<file path="config.mk">
export PLATFORM = sky130hd
export DESIGN_NAME = dbuf_arbiter
export DESIGN_NICKNAME = d
export VERILOG_FILES = /design/src/rtl/dbuf_pkg.sv /design/src/rtl/dbuf_occ_counter.sv /design/src/rtl/dbuf_arbiter.sv
export SDC_FILE = /design/constraint.sdc
export NUM_CORES = 1
export LEC_CHECK = 0
export BUFFER_PORTS_ARGS = -buffer_cell sky130_fd_sc_hd__clkbuf_2
export CORE_ASPECT_RATIO = 0.9
export CORE_MARGIN = 4
export CORE_UTILIZATION = 57
export CTS_BUF_LIST = sky130_fd_sc_hd__clkbuf_8
export DETAILED_ROUTE_END_ITERATION = 8
export PLACE_DENSITY_LB_ADDON = 0.3
export RECOVER_POWER = 25
export SLEW_MARGIN = 30
export SYNTH_ARGS = -nofsm -noshare
export SYNTH_HDL_FRONTEND = slang
export SYNTH_HIERARCHICAL = 1
export SYNTH_SLANG_ARGS = --single-unit
</file>
<file path="constraint.sdc">
create_clock -name clk -period 2.9 [get_ports clk]
set_input_delay 0 -clock clk [delete_from_list [all_inputs] [get_ports clk]]
set_output_delay 0 -clock clk [all_outputs]
set_load 0.05 [all_outputs]
</file>
<file path="src/rtl/dbuf_pkg.sv">
// dbuf_pkg: shared FSM type and constants for the USB/AHB byte-buffer arbiter.
// Imported by dbuf_occ_counter and dbuf_arbiter.
package dbuf_pkg;

  localparam int DBUF_DEPTH = 64;
  localparam int OCC_W      = 7;

  localparam logic SRC_AHB = 1'b0;
  localparam logic SRC_USB = 1'b1;

  // USB-served cycles allowed back to back before AHB is forced in
  localparam logic [1:0] FAIR_LIMIT = 2'd2;

  typedef enum logic [1:0] {
    IDLE       = 2'd0,
    AHB_ACTIVE = 2'd1,
    AHB_FIN    = 2'd2
  } dbuf_state_e;

endpackage

</file>
<file path="src/rtl/dbuf_occ_counter.sv">
// dbuf_occ_counter: buffer fill level with full/empty flags.
// Suppresses writes when full and reads when empty, and records that in a sticky flag.
module dbuf_occ_counter
  import dbuf_pkg::*;
(
  input  logic             clk,
  input  logic             n_rst,
  input  logic             clear,
  input  logic             acc_valid,
  input  logic             acc_write,
  output logic             acc_ok,
  output logic [OCC_W-1:0] occupancy,
  output logic             full,
  output logic             empty,
  output logic             ovf_udf
);

  logic [OCC_W-1:0] occ_q, occ_d;
  logic             ovf_q, ovf_d;

  always_comb begin
    full   = (occ_q == OCC_W'(DBUF_DEPTH));
    empty  = (occ_q == '0);
    acc_ok = acc_valid && !(acc_write ? full : empty);
    occ_d  = occ_q;
    ovf_d  = ovf_q;
    if (clear) begin
      occ_d = '0;
      ovf_d = 1'b0;
    end else if (acc_ok) begin
      occ_d = acc_write ? occ_q + OCC_W'(1) : occ_q - OCC_W'(1);
    end else if (acc_valid) begin
      ovf_d = 1'b1;
    end
  end

  always_ff @(posedge clk or negedge n_rst) begin
    if (!n_rst) begin
      occ_q <= '0;
      ovf_q <= 1'b0;
    end else begin
      occ_q <= occ_d;
      ovf_q <= ovf_d;
    end
  end

  assign occupancy = occ_q;
  assign ovf_udf   = ovf_q;

endmodule

</file>
<file path="src/rtl/dbuf_arbiter.sv">
// dbuf_arbiter: one-byte-per-cycle arbiter for a shared buffer port between
// USB store/get pulses and byte-serialised AHB word transfers.
module dbuf_arbiter
  import dbuf_pkg::*;
(
  input  logic             clk,
  input  logic             n_rst,
  input  logic             clear,
  input  logic             ahb_req,
  input  logic             ahb_write,
  input  logic [1:0]       ahb_size,
  input  logic             usb_store,
  input  logic             usb_get,
  output logic             port_en,
  output logic             port_write,
  output logic             port_src,
  output logic [1:0]       byte_lane,
  output logic             ahb_done,
  output logic             ahb_err,
  output logic [OCC_W-1:0] occupancy,
  output logic             full,
  output logic             empty,
  output logic             usb_lost,
  output logic             ovf_udf
);

  dbuf_state_e state_q, state_d;
  logic        wr_q, wr_d;
  logic [1:0]  size_q, size_d;
  logic [1:0]  lane_q, lane_d;
  logic        err_q, err_d;
  logic        store_pend_q, store_pend_d;
  logic        get_pend_q, get_pend_d;
  logic        lost_q, lost_d;
  logic [1:0]  fair_q, fair_d;
  logic        port_en_q, port_en_d;
  logic        port_write_q, port_write_d;
  logic        port_src_q, port_src_d;
  logic [1:0]  lane_out_q, lane_out_d;
  logic        done_q, done_d;
  logic        done_err_q, done_err_d;

  logic ahb_want, fair_force;
  logic grant_store, grant_get, grant_ahb;
  logic acc_valid, acc_write, acc_ok;

  // Arbitration works purely on registered state; clear blocks every grant.
  always_comb begin
    ahb_want    = (state_q == AHB_ACTIVE) && !clear;
    fair_force  = ahb_want && (fair_q == FAIR_LIMIT);
    grant_store = !clear && store_pend_q && !fair_force;
    grant_get   = !clear && get_pend_q && !store_pend_q && !fair_force;
    grant_ahb   = ahb_want && (fair_force || (!store_pend_q && !get_pend_q));
    acc_valid   = grant_store || grant_get || grant_ahb;
    acc_write   = grant_store || (grant_ahb && wr_q);
  end

  dbuf_occ_counter u_occ (
    .clk       (clk),
    .n_rst     (n_rst),
    .clear     (clear),
    .acc_valid (acc_valid),
    .acc_write (acc_write),
    .acc_ok    (acc_ok),
    .occupancy (occupancy),
    .full      (full),
    .empty     (empty),
    .ovf_udf   (ovf_udf)
  );

  always_comb begin
    state_d      = state_q;
    wr_d         = wr_q;
    size_d       = size_q;
    lane_d       = lane_q;
    err_d        = err_q;
    store_pend_d = store_pend_q;
    get_pend_d   = get_pend_q;
    lost_d       = lost_q;
    fair_d       = fair_q;
    port_en_d    = acc_ok;
    port_write_d = acc_ok && acc_write;
    port_src_d   = (acc_ok && (grant_store || grant_get)) ? SRC_USB : SRC_AHB;
    lane_out_d   = (acc_ok && grant_ahb) ? lane_q : 2'd0;
    done_d       = 1'b0;
    done_err_d   = 1'b0;

    // A pulse that finds its flag already set is lost, even if that flag is served now.
    if (clear) begin
      store_pend_d = 1'b0;
      get_pend_d   = 1'b0;
      lost_d       = 1'b0;
      fair_d       = 2'd0;
    end else begin
      if (grant_store) store_pend_d = 1'b0;
      if (grant_get)   get_pend_d   = 1'b0;
      if (usb_store) begin
        if (store_pend_q) lost_d = 1'b1;
        else              store_pend_d = 1'b1;
      end
      if (usb_get) begin
        if (get_pend_q) lost_d = 1'b1;
        else            get_pend_d = 1'b1;
      end
      if (!ahb_want || grant_ahb)   fair_d = 2'd0;
      else if (fair_q != FAIR_LIMIT) fair_d = fair_q + 2'd1;
    end

    case (state_q)
      IDLE: begin
        if (ahb_req) begin
          state_d = AHB_ACTIVE;
          wr_d    = ahb_write;
          size_d  = ahb_size;
          lane_d  = 2'd0;
          err_d   = 1'b0;
        end
      end
      AHB_ACTIVE: begin
        if (clear) begin
          state_d = AHB_FIN;
          err_d   = 1'b1;
        end else if (grant_ahb) begin
          if (!acc_ok) err_d = 1'b1;
          if (lane_q == size_q) state_d = AHB_FIN;
          else                  lane_d  = lane_q + 2'd1;
        end
      end
      AHB_FIN: begin
        done_d     = 1'b1;
        done_err_d = err_q;
        state_d    = IDLE;
      end
      default: state_d = IDLE;
    endcase
  end

  always_ff @(posedge clk or negedge n_rst) begin
    if (!n_rst) begin
      state_q      <= IDLE;
      wr_q         <= 1'b0;
      size_q       <= 2'd0;
      lane_q       <= 2'd0;
      err_q        <= 1'b0;
      store_pend_q <= 1'b0;
      get_pend_q   <= 1'b0;
      lost_q       <= 1'b0;
      fair_q       <= 2'd0;
      port_en_q    <= 1'b0;
      port_write_q <= 1'b0;
      port_src_q   <= 1'b0;
      lane_out_q   <= 2'd0;
      done_q       <= 1'b0;
      done_err_q   <= 1'b0;
    end else begin
      state_q      <= state_d;
      wr_q         <= wr_d;
      size_q       <= size_d;
      lane_q       <= lane_d;
      err_q        <= err_d;
      store_pend_q <= store_pend_d;
      get_pend_q   <= get_pend_d;
      lost_q       <= lost_d;
      fair_q       <= fair_d;
      port_en_q    <= port_en_d;
      port_write_q <= port_write_d;
      port_src_q   <= port_src_d;
      lane_out_q   <= lane_out_d;
      done_q       <= done_d;
      done_err_q   <= done_err_d;
    end
  end

  assign port_en    = port_en_q;
  assign port_write = port_write_q;
  assign port_src   = port_src_q;
  assign byte_lane  = lane_out_q;
  assign ahb_done   = done_q;
  assign ahb_err    = done_err_q;
  assign usb_lost   = lost_q;

endmodule

</file>
## Yosys cells after proc, flatten, opt, wreduce, memory -nomap -nowiden

Index checks and enable logic that the tools add are counted.

| word-level totals | value |
|---|---|
| bits in read-only memories | 0 |
| bits in registers | 28 |
| latch bits | 0 |
| memories | 0 |
| memory bits (writable) | 0 |
| word-level logic and storage cells | 113 |

| cells by class | value |
|---|---|
| multiplexer cells | 42 |
| eq/ne operators | 14 |
| reduce and logical (&&, ||, !) cells | 36 |
| div/mod/pow operators | 0 |
| add/sub/neg operators | 4 |
| multiply operators | 0 |
| shift operators | 0 |
| magnitude comparators | 0 |
| bitwise operators | 0 |

Operator list:

| operator | count |
|---|---|
| $mux 1 | 24 |
| $mux 2 | 12 |
| $mux 7 | 3 |
| $logic_and 1x1->1 | 14 |
| $ne 2x2->1 const B | 6 |
| $pmux 2 s2 | 2 |
| $add 7x1->7 const B | 1 |
| $eq 7x7->1 const B | 1 |
| $logic_not 7->1 | 1 |
| $sub 7x1->7 const B | 1 |
| $logic_not 1->1 | 6 |
| $ne 3x3->1 const B | 2 |
| $reduce_bool 2->1 | 3 |
| $logic_or 1x1->1 | 5 |
| $reduce_and 5->1 | 1 |
| $add 2x1->2 const B | 2 |
| $eq 2x2->1 const B | 2 |
| $reduce_and 2->1 | 2 |
| $reduce_and 4->1 | 1 |
| $ne 3x2->1 const B | 1 |
| $reduce_and 3->1 | 1 |
| $reduce_bool 3->1 | 1 |
| $eq 2x1->1 const B | 1 |
| $eq 2x2->1 | 1 |
| other kinds (2) | 2 |

## Longest topological paths before layout

Gate-level depths: netlist of run 1.

| depth | value |
|---|---|
| word-level depth | 14 |
| mapped depth | 13 |
| mapped depth without buffers | 13 |

## Modules after synthesis

Netlist of run 1, hierarchy kept.

Modules (own cells, without submodules):

| module | area an instance (um^2) | seq. area each (um^2) | instances | cells an instance |
|---|---|---|---|---|
| dbuf_arbiter | 864.6 | 500.5 | 1 | 74 |
| dbuf_occ_counter | 651.9 | 200.2 | 1 | 70 |

## Worst setup path before layout of run 1

No wires, ideal clock.

| timing | value |
|---|---|
| kind | reg-to-reg |
| start point | register fair_q[0] |
| end point | register u_occ.occ_q[6] (netlist: u_occ/occupancy[6]) |
| data arrival time | 2.518 ns |
| slack | 0.246 ns |
| clock period less this slack | 2.654 ns |
| stages on the path, launching flop included | 14 |
| path through | dfrtp_1 -> inv_1 -> ha_1 -> and3b_1 -> nor2b_1 -> a21oi_1 -> nor2_1 -> inv_1 -> ha_1 -> nor2b_1 -> o31a_1 -> o22ai_1 -> mux2i_1 -> a21oi_1 |

| on the way | value |
|---|---|
| longest elaborated chain between the ends | 10 |

RTL lines:

| item | RTL line | text |
|---|---|---|
| from (decl) | dbuf_arbiter.sv:35 | `logic [1:0] fair_q, fair_d;` |
| from (signal assigned) | dbuf_arbiter.sv:164 | `fair_q <= fair_d;` |
| $eq 2x2->1 * | dbuf_arbiter.sv:50 | `fair_force = ahb_want && (fair_q == FAIR_LIMIT);` |
| $logic_and 1x1->1 * | dbuf_arbiter.sv:50 |  |
| $logic_or 1x1->1 | dbuf_arbiter.sv:53 | `grant_ahb = ahb_want && (fair_force \|\| (!store_pend_q && !get_pend_q));` |
| $logic_and 1x1->1 | dbuf_arbiter.sv:53 |  |
| $logic_and 1x1->1 | dbuf_arbiter.sv:55 | `acc_write = grant_store \|\| (grant_ahb && wr_q);` |
| $logic_or 1x1->1 * | dbuf_arbiter.sv:55 |  |
| via acc_write | dbuf_arbiter.sv:45 | `logic acc_valid, acc_write, acc_ok;` |
| $mux 1 | dbuf_occ_counter.sv:24 | `acc_ok = acc_valid && !(acc_write ? full : empty);` |
| $logic_not 1->1 | dbuf_occ_counter.sv:24 |  |
| $logic_and 1x1->1 | dbuf_occ_counter.sv:24 |  |
| $reduce_bool 2->1 (no line) | n/a |  |
| to (signal assigned) | dbuf_occ_counter.sv:39 | `occ_q <= '0;` |
| to (signal assigned) | dbuf_occ_counter.sv:42 | `occ_q <= occ_d;` |
| to (decl) | dbuf_occ_counter.sv:18 | `logic [OCC_W-1:0] occ_q, occ_d;` |

Mark *: on every way through the listed nets, which the timed path passes. The rest lies on a longest branch. The select of a mux whose other input is x is not followed.
A chain may end at the register's enable or synchronous reset.

## Final worst setup path of run 1

Ends and elaborated chain as after synthesis.

==> results by group, run 1 <==
Worst setup path
  • Critical path arrival: 2800 ps
  • Crit Reg-Reg Endpoint: u_occ/occupancy[6]
  • Reg2reg start: fair_q[0]
  • CP bufs+invs: 2
  • CP Max Fanout: 4
  • R2R setup slack: 240 ps
  • Setup crit end kind: flop
  • Slowest cell on crit path: dfrtp_1
  • Family with the most delay on the worst path: compound AO/OA/AOI/OAI gates
  • R2R cell count: 13
  • Max incr delay on CP: 390 ps
  • Crit path cell chain: inv_1 > ha_1 > and3b_1 > nor2b_1 > a21oi_1 > nor2_1 > inv_1 > ha_1 > nor2b_1 > o31a_1 > o22ai_1 > mux2i_1 > a21oi_1
  • CP Class: reg2reg
  • Req. time, crit path: 3040 ps
  • Worst setup SP type: flop

Run status
  • Status: completed

Synthesis
  • Cells after Synth: 144
  • Asr flop ratio synth: 100%
  • Xor/xnor cell area share of the yosys netlist: 3.47%
  • Post-synthesis sequential area ratio: 46.2%
  • Synthesized cell area: 1520 sq um
  • Synth area leader: dfrtp_1
  • Post-synthesis simple-gate area fraction: 20.4%
  • Synth Area in Compound Gates: 14.5%
  • Synth area leaders: dfrtp_1, nor2_1, ha_1
  • Post-Synth Adder-Cell Area: 6.27%
  • Commonest register cell after synthesis: dfrtp_1
  • Post-Syn Nets: 160
  • Largest family of logic cells by synthesized area: simple AND/OR/NAND/NOR gates
  • Mapped Avg Cell Area: 10.5 sq um
  • Synth warn: 6
  • Share of the synthesized area in the top cell type: 46.2%
  • Library cells used by synthesis: 48
  • Seq cells post-synth: 28
  • Post-synth EDFFs: 0
  • Multiplexer area fraction after synthesis: 6.19%

Routing
  • Post-DR vias/cell: 5.77
  • Detailed-route via count: 1200
  • DRT iter0 DRCs: 41
  • Total routed wirelength: 2.98 mm
  • ANT nets after route: 0
  • Avg WL per Cell: 14.3 microns
  • DR DRC count: 0
  • Initial DRT Pass Iterations: 4

Clocking
  • Clock slew at reported path FFs: 90 ps
  • Clk buf depth: 2
  • H-tree depth: 1
  • CTS Sinks: 28
  • Clk root buf: clkbuf_8
  • Total CTS buffers: 3
  • Worst-Skew Late Latency: 270 ps
  • CTS tree: done

Timing
  • Final setup viols: 0
  • Period utilization: 91.7%
  • Top achievable clock speed: 0.376 GHz
  • Tightest Pin Transition: 1490 ps
  • Final slew viol count: 0
  • Hold Fails Final Rpt: 0
  • Clock Skew: 3.78 ps
  • Period minus WS final: 2660 ps
  • RSZ-0062 raised after global routing: no
  • Slew margin rel.: 0.968%
  • TNS Setup: 0 ps

Layout
  • Number of fill cells: 186
  • Commonest cells after routing, fill and taps aside: dfrtp_1, clkbuf_2, nor2_1
  • Antenna Cells: 0
  • Post-route cell area: 1820 sq um
  • Non-filler cells, final: 208
  • Layout cell share with drive strength beyond 1: 28.3%
  • Final core utilization: 73.2%
  • Post-layout net count: 197
  • Most common cell after layout, fill and taps aside: dfrtp_1
  • Layout area overhead: 20.1%

Pwr
  • Peak supply drop: 1.47 mV
  • Power Density: 1220 nW/um^2
  • Pleak: 0.877 nW

Global route
  • First-pass GRT wire length: 5.31 mm
  • GRT Total Usage: 18.1%
  • Initial antenna violation count: 0
  • Number of global-route vias before repair: 1200
  • Grt ovf: 0
  • Largest net degree at the start of global routing: 29

Die
  • Row count: 17
  • CORE AREA: 2490 sq um
  • Die width: 62.4 microns
  • Die extent in y: 56.9 microns
  • Die footprint: 3550 sq um
  • Initial core utilization: 60.9%
  • IO Pins: 27

Place
  • Post-DP HPWL: 2.21 mm
  • Routability cong.: 0.848
  • Port-buffer cells: 26
  • Cells after DPL: 199
  • Placed Area: 1690 sq um

Job
  • Max Cap Viol: 0

Worst hold path
  • Worst hold path depth: 3
  • Hold WC Path Type: in2reg
  • Hold wc startpoint: usb_store
  • Endpoint, Worst Hold: store_pend_q
==> worst max-delay path by stage <==
| stage | to | cells past startpoint | start |
|---|---|---|---|
| floorplan | u_occ/occupancy[6] | 13 | fair_q[0] |
| global placement | u_occ/occupancy[6] | 13 | fair_q[0] |
| detailed placement | u_occ/occupancy[6] | 13 | fair_q[0] |
| CTS | u_occ/occupancy[6] | 13 | fair_q[0] |
| global route | u_occ/occupancy[6] | 13 | fair_q[0] |
| finish | u_occ/occupancy[6] | 13 | fair_q[0] |
==> worst reg2reg max path: cells and delay by family (launching register included) <==
kind / cells / cell delay [ps]
AOI/OAI and AO/OA: 4 / 700
and+or+nand+nor: 4 / 570
adders and majority gates: 2 / 490
DFF: 1 / 390
buffers and inverters: 2 / 200
muxes: 1 / 200
==> cell type report <==
type                    instances  area [sq um]  share of cell area (%)
multi-input cells             105           779                    42.8
clock buffers                   3          41.3                    2.27
inverters                       9          33.8                    1.85
well taps                      28          35.0                    1.92
clock inverters                 1          30.0                    1.65
repair buffers                 34           201                    11.1
flip-flops and latches         28           701                    38.5
==> power by group <==
group          internal [mW]  leakage, nW  switching (mW)
clock network          0.185       0.0357           0.116
logic                  0.489        0.470           0.788
registers              0.508        0.371           0.134
==> Yosys cell counts, types with 2 or more instances <==
library cell  instances
mux2_2                3
nand2_1               5
inv_1                 9
o21ai_0               3
a31oi_1               2
xnor2_1               4
dfrtp_1              28
mux2i_1               6
a211oi_1              2
nor2_1               22
o22ai_1               2
ha_1                  6
nor2b_1               2
nor3_1                3
and3_2                3
xor2_1                2
a21oi_1               9
nand3_1               2
and3b_1               2
==> state kept, by name, summed over array words and instances (netlist names) <==
signal           count
port_write           1
port_src             1
ahb_done             1
lane_q               2
fair_q               2
wr_q                 1
usb_lost             1
u_occ/occupancy      7
port_en              1
store_pend_q         1
u_occ/ovf_udf        1
size_q               2
ahb_err              1
state_q              2
byte_lane            2
err_q                1
get_pend_q           1
==> stage by stage <==
step	power, mW	setup slack, ps	hold slack (ps)
detailed placement	1.89	274	80.9
CTS	2.21	241	3.67
global route	2.38	1.83	18.1
global placement	1.86	392	71.5
floorplan	1.63	246	-296
finish	2.22	242	9.05
==> kinds of logic (layout without fill, tap and decap cells) <==
group                      after synthesis  count (layout)
and+or+nand+nor                         53              53
AOI/OAI and AO/OA                       30              30
DFF                                     28              28
buffers and inverters                   11              47
muxes                                    9               9
adders and majority gates                7               7
xor gates and xnor gates                 6               6
==> repair_timing <==
action,4_1_cts,5_1_grt
buffers inserted,0,0
hold endpoints to repair,32,0
endpoints found under the setup margin,0,1
hold buffers,5,0
resized for setup,0,2
==> routing by layer <==
metal	GRT usage [%]	wire, microns	up-vias
li1	-	-	586
met1	23.1	1360	578
met2	30.9	1430	31
met3	4.53	151	5
met4	5.15	29	0
met5	0	0	-
Note: power is estimated with default switching activity, not from simulation.
==> inputs of run 2 (changes only) <==
--- a/config.mk
+++ b/config.mk
@@ -13,6 +13,7 @@
 export DETAILED_ROUTE_END_ITERATION = 8
 export PLACE_DENSITY_LB_ADDON = 0.3
 export RECOVER_POWER = 25
+export REMOVE_ABC_BUFFERS = 1
 export SLEW_MARGIN = 30
 export SYNTH_ARGS = -nofsm -noshare
 export SYNTH_HDL_FRONTEND = slang
==> run 2 against run 1 <==
  * Critical path depth stayed put
  * Global-route usage rose by 2.0 points
  * Critical endpoint is now u_occ/occupancy[5]
  * Critical path type unchanged
  * Non-clock buffer count is the same
  * Sequential share of layout area down 0.57 points
==> results by group, run 2 (synthesized netlist as in run 1, its figures left out) <==
Layout
  • Largest register FFs: 7 (unchanged)
  • Layout area overhead: 21.9%
  • Non-filler cells, final: 208 (unchanged)
  • Commonest cells after routing, fill and taps aside: dfrtp_1, clkbuf_2, nor2_1
  • Most common cell after layout, fill and taps aside: dfrtp_1
  • Layout cell share with drive strength beyond 1: 31.7% (+3.3 points)
  • Number of fill cells: 173 (-7.0%)
  • Antenna Cells: 0 (unchanged)
  • Post-layout net count: 197 (unchanged)

Clocking
  • Total CTS buffers: 3 (unchanged)
  • Clock slew at reported path FFs: 90 ps (about the same)
  • Clk root buf: clkbuf_8
  • H-tree depth: 1 (unchanged)
  • Clk buf depth: 2 (unchanged)
  • CTS tree: done
  • Worst-Skew Late Latency: 270 ps (about the same)
  • CTS Sinks: 28 (unchanged)

Global route
  • First-pass GRT wire length: 5.92 mm (+11%)
  • Largest net degree at the start of global routing: 29 (unchanged)
  • Initial antenna violation count: 0 (unchanged)
  • Grt ovf: 0 (unchanged)
  • Number of global-route vias before repair: 1245 (+3.8%)
  • GRT Total Usage: 20.1% (+2.0 points)

Worst setup path
  • CP Class: reg2reg
  • Reg2reg start: fair_q[0]
  • CP Max Fanout: 7 (+3)
  • Setup crit end kind: flop
  • Crit Reg-Reg Endpoint: u_occ/occupancy[5]
  • Worst setup SP type: flop
  • Req. time, crit path: 3070 ps (+30 ps)
  • R2R cell count: 13 (unchanged)
  • R2R setup slack: 180 ps (-60 ps)
  • Critical path arrival: 2890 ps (+90 ps)

Pwr
  • Power Density: 1230 nW/um^2 (+1.3%)
  • Pleak: 0.880 nW (+0.35%)
  • Reg power frac: 28.4% (-0.5 points)
  • Net Sw Frac: 47.2% (+0.41 points)
  • P_int: 1.21 mW (+2.1%)
  • P_sw: 1.08 mW (+3.8%)
  • Clock Power Share: 13.2% (-0.3 points)
  • Peak supply drop: 1.21 mV (-18%)
  • Part of the power in combinational logic: 58.5% (+0.9 points)

Timing
  • Period minus WS final: 2720 ps (+61.7 ps)
  • Slew margin rel.: 5.84% (+4.9 points)
  • TNS Setup: 0 ps (unchanged)
  • Clock Skew: 3.48 ps (-0.299 ps)
  • Hold Fails Final Rpt: 0 (unchanged)
  • WHS: 18.0 ps (+8.95 ps)
  • Top achievable clock speed: 0.368 GHz (-2.3%)
  • Final slew viol count: 0 (unchanged)
  • Tightest Pin Transition: 1410 ps (-73.1 ps)
  • Final setup viols: 0 (unchanged)
  • Period utilization: 93.8% (+2.1 points)

Routing
  • DR DRC count: 0 (unchanged)
  • Detailed-route via count: 1200 (unchanged)
  • DRT iter0 DRCs: 73 (+78%)
  • Post-DR vias/cell: 5.77 (unchanged)
  • ANT nets after route: 0 (unchanged)
  • Total routed wirelength: 3.27 mm (+9.8%)
  • Avg WL per Cell: 15.7 microns (+9.8%)
  • Initial DRT Pass Iterations: 4 (unchanged)

Job
  • Max Cap Viol: 0 (unchanged)

Die
  • Row count: 17 (unchanged)
  • CORE AREA: 2490 sq um (unchanged)
  • Die width: 62.4 microns (unchanged)
  • Die extent in y: 56.9 microns (unchanged)
  • Initial core utilization: 60.9% (unchanged)
  • Die footprint: 3550 sq um (unchanged)
  • IO Pins: 27 (unchanged)

Worst hold path
  • Hold wc startpoint: usb_store
  • Worst hold path depth: 3 (unchanged)
  • Endpoint, Worst Hold: usb_lost
  • Hold WC Path Type: in2reg

Place
  • Cells after DPL: 198 (-0.50%)
  • Port-buffer cells: 26 (unchanged)
  • Post-DP HPWL: 2.43 mm (+9.9%)
  • Routability cong.: 0.827 (-2.5%)

Run status
  • Status: completed
-- run 2: critical path: stages (launching register included) --
cell and delay (ps):
dfrtp_1 360, inv_1 50, ha_1 240, and3b_1 230
nor2b_1 180, a21oi_2 70, nor2_2 220, inv_2 130
ha_1 320, a211oi_2 230, o21bai_1 120, a21oi_2 150
mux2i_1 90, a31o_2 210
-- run 2: worst max-delay path by stage --
stage	startpoint	end	slack [ps]	cells past startpoint
2_1_floorplan	fair_q[0]	u_occ/occupancy[6]	260	13
3_3_place_gp	fair_q[0]	u_occ/occupancy[6]	130	13
3_5_place_dp	fair_q[0]	u_occ/occupancy[6]	-70	13
4_1_cts	fair_q[0]	u_occ/occupancy[6]	20	13
5_1_grt	fair_q[0]	u_occ/occupancy[5]	-30	13
6_report	fair_q[0]	u_occ/occupancy[5]	180	13
-- run 2: through the flow --
step	setup WS, ps	area [sq um]	utilization [%]	total power [mW]
floorplan	259	1510	-	1.62
global placement	133	1690	67.7	1.86
detailed placement	-70.3	1690	67.7	1.91
CTS	22.3	1810	72.7	2.22
global route	-25.1	1850	74.3	2.44
finish	180	1850	74.3	2.28
-- run 2: power groups by stage --
| stage | Sequential [mW] | Clock [mW] | Combinational [mW] |
|---|---|---|---|
| 6_report | 0.648 | 0.301 | 1.33 |
| 5_1_grt | 0.672 | 0.324 | 1.45 |
| 4_1_cts | 0.644 | 0.306 | 1.27 |
| 3_5_place_dp | 0.651 | 0 | 1.26 |
| 3_3_place_gp | 0.644 | 0 | 1.21 |
| 2_1_floorplan | 0.836 | 0 | 0.787 |
-- run 2: repair_timing --
item / in CTS / in global routing
setup buffers: 0 / 1
gates resized for setup: 1 / 7
hold buffers: 5 / 0
setup endpoints to repair: 2 / 2
hold endpoints to repair: 32 / 0
pin swaps: 0 / 2
-- run 2: layer usage --
layer | vias up | global-route usage (%) | part of all wire (%)
met4 | 0 | 4.24 | 0.64
met2 | 38 | 35.1 | 50
met1 | 571 | 25.6 | 43
met3 | 4 | 5.12 | 5.9
met5 | - | 0 | 0
li1 | 587 | - | -
-- run 2: final cells by class --
cell class | count | area [sq um] | area share (%)
Inverter | 9 | 33.8 | 1.83
Clock buffer | 3 | 41.3 | 2.23
Tap cell | 28 | 35.0 | 1.89
Sequential cell | 28 | 701 | 37.9
Timing Repair Buffer | 34 | 201 | 10.9
Clock inverter | 1 | 30.0 | 1.62
Multi-Input combinational cell | 105 | 807 | 43.6
==> inputs of run 3 (changes only) <==
--- a/config.mk
+++ b/config.mk
@@ -8,7 +8,7 @@
 export BUFFER_PORTS_ARGS = -buffer_cell sky130_fd_sc_hd__clkbuf_2
 export CORE_ASPECT_RATIO = 0.9
 export CORE_MARGIN = 4
-export CORE_UTILIZATION = 57
+export CORE_UTILIZATION = 43
 export CTS_BUF_LIST = sky130_fd_sc_hd__clkbuf_8
 export DETAILED_ROUTE_END_ITERATION = 8
 export PLACE_DENSITY_LB_ADDON = 0.3
==> run 3 against run 2 <==
  * Routed wire length is 5.1% lower
  * Register-to-register slack better by 20 ps
  * Hold slack improved by 15 ps
  * Sequential share of layout area decreased by 0.23 points
  * Via count decreased by 2.0%
  * Clock skew fell by 1.5 ps
  * Global-route usage down 5.6 points
  * Non-clock buffer count grew 3
  * First-iteration DRC count down 42%
  * Combinational power shrank 5%
  * Final area increased by 0.61%
  * Critical path depth unchanged
  * Critical endpoint is now u_occ/occupancy[6]
  * Largest power group unchanged
==> results by group, run 3 (synthesized netlist as in run 1, its figures left out) <==
Layout
  • Number of fill cells: 314 (+82%)
  • Post-route cell area: 1860 sq um (+0.61%)
  • Layout area overhead: 22.7%
  • Most common cell after layout, fill and taps aside: dfrtp_1
  • Storage cell area: 701 sq um (unchanged)
  • Largest register FFs: 7 (unchanged)
  • Post-layout net count: 200 (+1.5%)
  • Commonest cells after routing, fill and taps aside: dfrtp_1, clkbuf_2, nor2_1
  • Antenna Cells: 0 (unchanged)
  • Layout cell share with drive strength beyond 1: 29.0% (-2.7 points)
  • Multi-input gate area: 773 sq um (-4.2%)

Place
  • Post-DP HPWL: 2.30 mm (-5.4%)
  • Placed Area: 1710 sq um (+1.2%)
  • Routability cong.: 0.834 (+0.86%)
  • Port-buffer cells: 26 (unchanged)

Routing
  • Detailed-route via count: 1176 (-2.0%)
  • Avg WL per Cell: 13.7 microns (-13%)
  • DRT iter0 DRCs: 42 (-42%)
  • Total routed wirelength: 3.10 mm (-5.1%)
  • Post-DR vias/cell: 5.18 (-10%)
  • ANT nets after route: 0 (unchanged)
  • DR DRC count: 0 (unchanged)
  • Initial DRT Pass Iterations: 4 (unchanged)

Timing
  • Slew margin rel.: 0.529% (-5.3 points)
  • Final slew viol count: 0 (unchanged)
  • Top achievable clock speed: 0.370 GHz (+0.60%)
  • Final setup viols: 0 (unchanged)
  • Hold Fails Final Rpt: 0 (unchanged)
  • Period utilization: 93.2% (-0.56 points)
  • Tightest Pin Transition: 1490 ps (+79.7 ps)
  • TNS Setup: 0 ps (unchanged)
  • Clock Skew: 2.02 ps (-1.46 ps)
  • Period minus WS final: 2700 ps (-16.2 ps)

Global route
  • Grt peak-use layer: met2
  • Initial antenna violation count: 0 (unchanged)
  • Number of global-route vias before repair: 1191 (-4.3%)
  • First-pass GRT wire length: 5.42 mm (-8.4%)
  • Grt ovf: 0 (unchanged)
  • Largest net degree at the start of global routing: 29 (unchanged)
  • Met3 usage: 4.09% (-1.0 points)
  • Met1 Usage GRT: 19.5% (-6.0 points)
  • GRT Total Usage: 14.6% (-5.6 points)
  • Global Route met2 Usage: 24.3% (-11 points)

Worst setup path
  • Reg2reg start: fair_q[0]
  • CP Class: reg2reg
  • R2R cell count: 13 (unchanged)
  • R2R setup slack: 200 ps (+20 ps)
  • Setup crit end kind: flop
  • Crit Reg-Reg Endpoint: u_occ/occupancy[6]
  • Req. time, crit path: 3060 ps (about the same)
  • Max incr delay on CP: 360 ps (about the same)
  • Critical path arrival: 2860 ps (-30 ps)
  • Slowest cell on crit path: dfrtp_1
  • CP Max Fanout: 7 (unchanged)
  • Family with the most delay on the worst path: simple AND/OR/NAND/NOR gates
  • Worst setup SP type: flop
  • CP bufs+invs: 2 (unchanged)
  • Crit path cell chain: inv_1 > ha_1 > and3b_1 > nor2b_1 > a21oi_1 > nor2_2 > inv_2 > ha_1 > nor2b_1 > o31a_1 > o22ai_1 > mux2i_1 > a21oi_1

Clocking
  • Worst-Skew Late Latency: 270 ps (about the same)
  • H-tree depth: 1 (unchanged)
  • CTS Sinks: 28 (unchanged)
  • Clk buf depth: 2 (unchanged)
  • CTS tree: done
  • Clk root buf: clkbuf_8
  • Total CTS buffers: 3 (unchanged)
  • Clock slew at reported path FFs: 90 ps (about the same)

Die
  • Die footprint: 4540 sq um (+28%)
  • Die width: 70.6 microns (+13%)
  • IO Pins: 27 (unchanged)
  • CORE AREA: 3380 sq um (+36%)
  • Initial core utilization: 44.9% (-16 points)
  • Die extent in y: 64.3 microns (+13%)
  • Row count: 20 (+3)

Worst hold path
  • Worst hold path depth: 3 (unchanged)
  • Endpoint, Worst Hold: state_q[0]
  • Hold WC Path Type: in2reg
  • Hold wc startpoint: ahb_req

Pwr
  • Peak supply drop: 0.466 mV (-62%)
  • Power Density: 1190 nW/um^2 (-4.0%)
  • Pleak: 0.890 nW (+1.1%)

Job
  • Max Cap Viol: 0 (unchanged)

Run status
  • Status: completed
run 3: through the flow:
stage / cells / util (%) / setup WS, ps / hold slack [ps] / power [mW]
global route: 227 / 55.1 / -45.4 / 36.1 / 2.37
global placement: 214 / 50.5 / 131 / 66.1 / 1.87
floorplan: 142 / - / 259 / -296 / 1.62
finish: 227 / 55.1 / 196 / 32.6 / 2.21
detailed placement: 214 / 50.5 / -22.9 / 73.2 / 1.89
CTS: 224 / 54.4 / 91.8 / 22.2 / 2.21
run 3: per-layer routing:
metal  vias up  routed length [microns]
met5         -                        0
met2        29                     1450
met4         0                        8
met1       559                     1490
met3         2                      149
li1        586                        -
run 3: final cells by class:
cell class | instances | area share [%]
well taps | 44 | 2.96
inverters | 9 | 1.82
repair buffers | 37 | 12.2
flip-flops and latches | 28 | 37.7
clock inverters | 1 | 1.61
multi-input cells | 105 | 41.6
clock buffers | 3 | 2.22
run 3: report_power, final:
group | switching [mW] | leakage [nW] | internal (mW)
Clock | 0.114 | 0.0357 | 0.185
Combinational | 0.780 | 0.483 | 0.484
Sequential | 0.136 | 0.371 | 0.508
run 3: tightest hold or removal path, delay by kind of cell:
family / cells / cell delay (ps)
buffers and inverters: 1 / 90
and+or+nand+nor: 1 / 90
AOI/OAI and AO/OA: 1 / 80
run 3: worst max-delay path by stage:
stage                     startpoint            endpoint  slack [ps]  cells after the start
after floorplan            fair_q[0]  u_occ/occupancy[6]         260                     13
after global placement     fair_q[0]  u_occ/occupancy[6]         130                     13
after detailed placement   fair_q[0]  u_occ/occupancy[6]         -20                     13
after CTS                  fair_q[0]  u_occ/occupancy[6]          90                     13
after global routing       fair_q[0]  u_occ/occupancy[6]         -50                     13
final                      fair_q[0]  u_occ/occupancy[6]         200                     13
run 3: what timing repair did:
item | 4_1_cts | 5_1_grt
endpoints found under the hold margin | 34 | 0
pin swaps | 0 | 1
gates resized for setup | 1 | 1
hold buffers | 6 | 0
buffers inserted | 0 | 3
setup endpoints to repair | 2 | 2
